## src/rtl/tick_gen.sv

```systemverilog
// ============================================================================
// tick_gen : programmable prescaler with cascaded BCD decade tick stages
// Rev 1.0
// ============================================================================
`default_nettype none

module tick_gen #(
  parameter int CNT_W   = 19,
  parameter int DEF_DIV = 500000,
  parameter int NUM_STG = 3
) (
  input  logic                 clk,
  input  logic                 rst_n,
  input  logic                 en,
  input  logic                 clr,
  input  logic                 div_ld,
  input  logic [CNT_W-1:0]     div_val,
  output logic [NUM_STG-1:0]   tick,
  output logic [4*NUM_STG-1:0] digit,
  output logic                 wrap
);

  localparam logic [CNT_W-1:0] c_def_div = CNT_W'(DEF_DIV);
  localparam logic [CNT_W-1:0] c_one     = CNT_W'(1);
  localparam logic [3:0]       c_nine    = 4'd9;

  logic [CNT_W-1:0]   r_div;
  logic [CNT_W-1:0]   r_cnt;
  logic [3:0]         r_dig [NUM_STG];
  logic [NUM_STG-1:0] r_tick;
  logic               r_wrap;

  logic               w_load_ok;
  logic               w_term;
  logic               w_pre_wrap;
  logic [NUM_STG-1:0] w_inc;
  logic               w_chain;
  logic               w_top_wrap;

  assign w_load_ok = div_ld && (div_val != '0);
  assign w_term    = (r_cnt == (r_div - c_one));
  // Terminal count only counts as a wrap when nothing of higher priority owns the edge.
  assign w_pre_wrap = en && !clr && !div_ld && w_term;

  // Carry ripples through the decades within one cycle so all ticks coincide.
  always_comb begin
    w_inc   = '0;
    w_chain = w_pre_wrap;
    for (int i = 0; i < NUM_STG; i++) begin
      w_inc[i] = w_chain;
      w_chain  = w_chain && (r_dig[i] == c_nine);
    end
    w_top_wrap = w_chain;
  end

  always_ff @(posedge clk or negedge rst_n) begin
    if (!rst_n) begin
      r_div <= c_def_div;
    end else if (w_load_ok) begin
      r_div <= div_val;
    end
  end

  always_ff @(posedge clk or negedge rst_n) begin
    if (!rst_n) begin
      r_cnt <= '0;
    end else if (clr || div_ld) begin
      r_cnt <= '0;
    end else if (en) begin
      r_cnt <= w_term ? '0 : (r_cnt + c_one);
    end
  end

  always_ff @(posedge clk or negedge rst_n) begin
    if (!rst_n) begin
      for (int i = 0; i < NUM_STG; i++) begin
        r_dig[i] <= 4'd0;
      end
    end else if (clr) begin
      for (int i = 0; i < NUM_STG; i++) begin
        r_dig[i] <= 4'd0;
      end
    end else begin
      for (int i = 0; i < NUM_STG; i++) begin
        if (w_inc[i]) begin
          r_dig[i] <= (r_dig[i] == c_nine) ? 4'd0 : (r_dig[i] + 4'd1);
        end
      end
    end
  end

  always_ff @(posedge clk or negedge rst_n) begin
    if (!rst_n) begin
      r_tick <= '0;
      r_wrap <= 1'b0;
    end else begin
      r_tick <= w_inc;
      r_wrap <= w_top_wrap;
    end
  end

  generate
    for (genvar g = 0; g < NUM_STG; g++) begin : g_digit
      assign digit[4*g +: 4] = r_dig[g];
    end
  endgenerate

  assign tick = r_tick;
  assign wrap = r_wrap;

endmodule

`default_nettype wire

```

## config.mk

```make
export PLATFORM = sky130hd
export DESIGN_NAME = tick_gen
export DESIGN_NICKNAME = d
export VERILOG_FILES = /design/src/rtl/tick_gen.sv
export SDC_FILE = /design/constraint.sdc
export NUM_CORES = 1
export LEC_CHECK = 0
export ABC_CLOCK_PERIOD_IN_PS = 5000
export BUFFER_PORTS_ARGS = -buffer_cell sky130_fd_sc_hd__buf_2
export CORE_ASPECT_RATIO = 0.9
export CORE_MARGIN = 1
export CORE_UTILIZATION = 40
export CTS_CLUSTER_SIZE = 25
export DETAILED_ROUTE_END_ITERATION = 12
export GPL_TIMING_DRIVEN = 0
export RECOVER_POWER = 100
export SLEW_MARGIN = 20
export SYNTH_ARGS = -nofsm -noshare
export SYNTH_HDL_FRONTEND = slang
export SYNTH_SLANG_ARGS = --single-unit
export TNS_END_PERCENT = 100
```

## constraint.sdc

```tcl
create_clock -name clk -period 5 [get_ports clk]
set_input_delay 0.5 -clock clk [delete_from_list [all_inputs] [get_ports clk]]
set_output_delay 0.5 -clock clk [all_outputs]
set_load 0.1 [all_outputs]
```

[After elaboration in Yosys (flattened, before gate mapping)]
Cells that the tools add are included.
Widths: inputs -> output; s select.
Cells by class
  $add $sub $neg: 5
  equality and inequality tests: 4
  muxes and demuxes: 10
  reduce and logical (&&, ||, !) cells: 15
Operators with widths (number)
  $mux 19: 3
  $mux 4: 6
  $add 19x1->19 const B: 1
  $eq 19x19->1: 1
  $reduce_bool 19->1: 1
  $sub 19x1->19 const B: 1
  $add 4x1->4 const B: 3
  $eq 4x4->1 const B: 3
  $mux 12: 1
  $reduce_bool 2->1: 4
  $logic_and 1x1->1: 7
  $logic_not 1->1: 2
  $logic_or 1x1->1: 1
Word-level totals
  bits in registers: 54
  input port bits: 24
  output and inout bits: 16
  word-level logic and storage cells: 41

[Depth between registers and ports, before layout]
  depth after elaboration: 8
  gate-level depth with buffers: 14

[Worst setup path after synthesis]
OpenSTA, ideal clock, no wires.
  path kind: reg-to-reg
  from: reg r_div[0]
  to: reg r_dig, in the netlist digit[3]
  library setup time: 0.082 ns
  arrival time: 3.358 ns
  setup slack: 1.560 ns
  stages on the path, launching flop included: 14
  buffers on the path: 3
  cells stage by stage: dfrtp_1 > clkbuf_1 > inv_1 > ha_1 > or4b_1 > buf_2 > nor4_2 > o2111ai_1 > a2111oi_2 > nand4b_1 > or3_1 > buf_2 > or4b_1 > a31oi_1
Between the ends
  word-level cells in the longest chain between the ends: 4
RTL lines
  from (decl): RTL line 27  | logic [CNT_W-1:0] r_div;
  from (signal assigned): RTL line 58  | r_div <= c_def_div;
  from (signal assigned): RTL line 60  | r_div <= div_val;
  $sub 19x1->19: RTL line 41  | assign w_term = (r_cnt == (r_div - c_one));
  $eq 19x19->1: RTL line 41
  $logic_and 1x1->1: RTL line 43  | assign w_pre_wrap = en && !clr && !div_ld && w_term;
  $reduce_bool 2->1 (no source line)
  to (signal, indexed assignment): RTL line 86  | r_dig[i] <= (r_dig[i] == c_nine) ? 4'd0 : (r_dig[i] + 4'd1);
  to (decl): RTL line 29  | logic [3:0] r_dig [NUM_STG];
No other way between the ends.
A chain may end at the register's enable or synchronous reset.

[Final worst setup path]
  from: reg r_div[0]
  to: reg r_cnt[11]
Between the ends
  word-level cells in the longest chain between the ends: 5
RTL lines
  $sub 19x1->19: RTL line 41
  $eq 19x19->1: RTL line 41
  $mux 19: RTL line 70  | r_cnt <= w_term ? '0 : (r_cnt + c_one);
  $mux 19: RTL line 69  | end else if (en) begin
  $mux 19: RTL line 67  | end else if (clr || div_ld) begin
  to (signal assigned): RTL line 70
  to (decl): RTL line 28  | logic [CNT_W-1:0] r_cnt;
No other way between the ends. The select of a mux whose other input is x is not followed.

==> impl_metrics.csv <==
group,metric,value,unit
grt,antenna_found_initial,0,
logic_synthesis,syn_avg_cell_area,9.42,µm²
cells_and_area,post-route-cell-area,3720,µm²
timing,setup_tns,0,ps
drt,dr.pass1.iters,7,
drt,via_per_inst,5.59,
die,floorplan.core_area,8070,µm²
grt,track_usage,18.3,%
drt,wire_per_inst,15.0,µm
worst_setup_path,crit_chain,"clkbuf_1 > inv_1 > ha_1 > or4b_1 > buf_2 > nor4_2 > o2111ai_1 > a2111oi_0 > nand4b_1 > o21bai_1 > clkbuf_1 > o21ai_0 > a21o_1",
grt,grt_max_degree,55,
timing,slew_headroom,-91.6,%
logic_synthesis,ys_dominant_reg_cell,"dfrtp_1",
timing,worstMarginPinSlew,2870,ps
grt,grt_pass1_wl,12.6,mm
worst_setup_path,cp-end-kind,"flip-flop",
worst_setup_path,worst-path-buf-inv,4,
logic_synthesis,yosysWarnings,0,
drt,ant_nets,0,
outcome,status,"complete, but fails checks",
worst_setup_path,cpPeakStageDelay,690,ps
worst_setup_path,arrival,4430,ps
timing,clock.fmax,237,MHz
timing,setup_viol,0,
logic_synthesis,synth_fa_ha_area_share,2.99,%
place,placed_area,3680,µm²
logic_synthesis,synth_area_leaders,"dfrtp_1 35%, dfstp_2 5.5%, mux2_2 5.4%",
place,port_buffers,38,
power_and_ir_drop,power_density,225,nW/µm²
logic_synthesis,yosys.area_share.xor_xnor,5.49,%
power_and_ir_drop,power_leakage,1.59,nW
drt,drt_iter0_drc,64,
die,die_area,8750,µm²
clock_network,cts.sinks,54,
logic_synthesis,synthSimpleGateAreaFrac,28.0,%
die,rows,31,
clock_network,cts_setup_buffers,0,
cells_and_area,nFillCells,794,
power_and_ir_drop,p_int,0.000608,W
logic_synthesis,async_flop_share,100,%
logic_synthesis,synth_top_area_share,35.1,%
grt,grt-ovfl-total,0,
clock_network,cts.path.max_buffers,2,
drt,drc,0,
power_and_ir_drop,switching_power,0.000229,W
die,die_w,98.5,µm
timing,finalCritPeriodShare,84.4,%
clock_network,numCtsBuffers,5,
worst_setup_path,cp-start-kind,"flip-flop",
logic_synthesis,synth-edff-count,0,
worst_hold_path,min_path_type,"in -> reg",
power_and_ir_drop,pwr-share-clk,29.0,%
clock_network,htreeDepth,2,
worst_setup_path,path_delay_family,"compound AO/OA/AOI/OAI gates",
clock_network,postCtsHoldBufs,0,
flow_run,cap_violations,1,
logic_synthesis,yosysTopAreaCell,"dfrtp_1",
power_and_ir_drop,power_frac_seq,57.3,%
clock_network,cts_resized,0,
timing,rsz0062_at_grt,"false",
logic_synthesis,synth_compound_area_share,12.5,%
logic_synthesis,netlist_area,3350,µm²
clock_network,clkLatencyLatePin,320,ps
timing,fin_skew,13.6,ps
place,post-place-cells,494,
grt,first_global_vias,2530,
logic_synthesis,yosysSeqAreaShare,40.6,%
cells_and_area,multi_input_area,1880,µm²
cells_and_area,regArea,1360,µm²
logic_synthesis,yosys_register_bits,54,
logic_synthesis,synth_cell_type_count,51,
drt,totalWireLength,7.51,mm
place,place_hpwl,5.54,mm
die,die_h,88.8,µm
cells_and_area,nets,434,
place,place_congestion,0.765,
timing,slew_violations,55,
timing,layout_min_cycle_time,4220,ps
worst_setup_path,worst-path-max-fanout,10,
die,start_util,41.5,%
cells_and_area,instances_no_fill,502,
logic_synthesis,synth_cells,356,
cells_and_area,syn_to_final_growth,11.0,%
logic_synthesis,synth_top_family_by_area,"simple AND/OR/NAND/NOR gates",
power_and_ir_drop,peakVddDrop,0.111,mV
worst_setup_path,critPathRequiredTime,5200,ps
die,io_pins,40,
timing,hold_slack,404,ps
worst_setup_path,worst-setup-path-type,"reg -> reg",
clock_network,cts_tree,"done",
clock_network,clk_pin_slew_worst_paths,90,ps
drt,num_vias,2806,
clock_network,clock-root-buffer,"clkbuf_8",
power_and_ir_drop,p_sw_share,27.4,%
outcome,failed_checks,"max-capacitance violations, max-slew violations",
worst_setup_path,cpMaxStageDelayCell,"a2111oi_0",
logic_synthesis,synth.area.mux_share,7.47,%
worst_setup_path,cp_common_cell,"clkbuf_1",
power_and_ir_drop,p_comb_share,13.7,%
cells_and_area,diodes,0,
logic_synthesis,syn-num-nets,388,
cells_and_area,post_route_cells_drive_above_1_share,14.9,%
timing,hold_viol,0,
metal layers:
metal  up-vias  part of all wire (%)  global-route usage, %
met4         0                   1.3                   5.29
met3         5                   2.6                   2.37
met5         -                     0                      0
met1      1348                    53                   27.0
li1       1400                     -                      -
met2        53                    43                   28.2
power groups by stage:
stage	registers [W]	clock network (W)	logic, W
after floorplan	0.000479	0	0.0000811
after global placement	0.000486	0	0.000113
after detailed placement	0.000487	0	0.000117
after CTS	0.000479	0.000247	0.000118
after global routing	0.000483	0.000266	0.000130
final	0.000479	0.000243	0.000114
state kept, by name (all words and copies together) (netlist names):
register  count
wrap          1
tick          3
r_div        19
digit        12
r_cnt        19
layout by cell type, fill, tap and decap left out, drive strengths merged, types with 3 or more instances in the layout:
master  Yosys  layout
o311ai      3       3
or4b        4       4
nor3b      10      10
nor2       26      26
inv         9       9
xnor2      11      11
nor4       14      14
ha          8       8
or2         4       4
nor2b       3       3
nand3b      4       4
nand2b      3       3
xor2       10      10
dfstp       7       7
nand3      16      16
and4b       5       5
mux2       16      16
dfrtp      47      47
nand2      31      31
and3       10      10
buf         3      22
mux2i       7       7
o21ai      24      24
a21o       11      11
or3         7       7
nor3       13      13
clkbuf     14      42
nand4b      4       4
a21oi       6       6
metrics by stage:
stage / setup slack, ps / util (%) / total power [W]
2_1_floorplan: 1560 / - / 0.000560
3_3_place_gp: 1090 / 45.4 / 0.000600
3_5_place_dp: 994 / 45.7 / 0.000605
4_1_cts: 1000 / 46.7 / 0.000844
5_1_grt: 378 / 46.1 / 0.000878
6_report: 778 / 46.1 / 0.000836
logic make-up (layout without fill, tap and decap cells):
| kind of cell | after synthesis | count (layout) |
|---|---|---|
| adders and majority gates | 8 | 8 |
| muxes | 23 | 23 |
| buffers and inverters | 26 | 73 |
| DFF | 54 | 54 |
| AOI/OAI and AO/OA | 62 | 62 |
| xor gates and xnor gates | 21 | 21 |
| and+or+nand+nor | 162 | 162 |
layout make-up:
type | count | area share (%)
multi-input cells | 276 | 50.6
well taps | 99 | 3.33
flip-flops and latches | 54 | 36.6
plain buffers | 17 | 1.82
inverters | 9 | 0.908
repair buffers | 39 | 4.61
clock buffers | 8 | 2.15
cells in the mapped netlist (7+ instances only):
master	number
dfrtp_1	47
clkbuf_1	13
mux2_2	16
mux2i_1	7
xor2_1	10
inv_1	9
or3_1	7
dfstp_2	7
nor4_1	11
nand2_1	31
nand3_1	16
and3_1	10
ha_1	8
a21o_1	11
nor3b_1	10
xnor2_1	11
o21ai_0	24
nor3_1	13
nor2_1	26
worst register-to-register path, cell delays in order, from the launching register on:
cell and delay [ps]:
dfrtp_1 370, clkbuf_1 190, inv_1 100, ha_1 220, or4b_1 440, buf_2 180
nor4_2 240, o2111ai_1 120, a2111oi_0 690, nand4b_1 260, o21bai_1 560, clkbuf_1 400
o21ai_0 150, a21o_1 190
path summary, 6_finish.rpt:
kind	startpoint	end	slack, ps	depth (start not counted)
min in group asynchronous	rst_n	digit[4]	1110	1
max reg2reg	r_div[0]	r_cnt[11]	780	13
min	div_val[17]	r_div[17]	400	3
max in group asynchronous	rst_n	r_cnt[18]	2270	1
min reg2reg	r_div[17]	r_div[17]	500	2
max	r_div[0]	r_cnt[11]	780	13
Note: power is estimated with default switching activity, not from simulation.
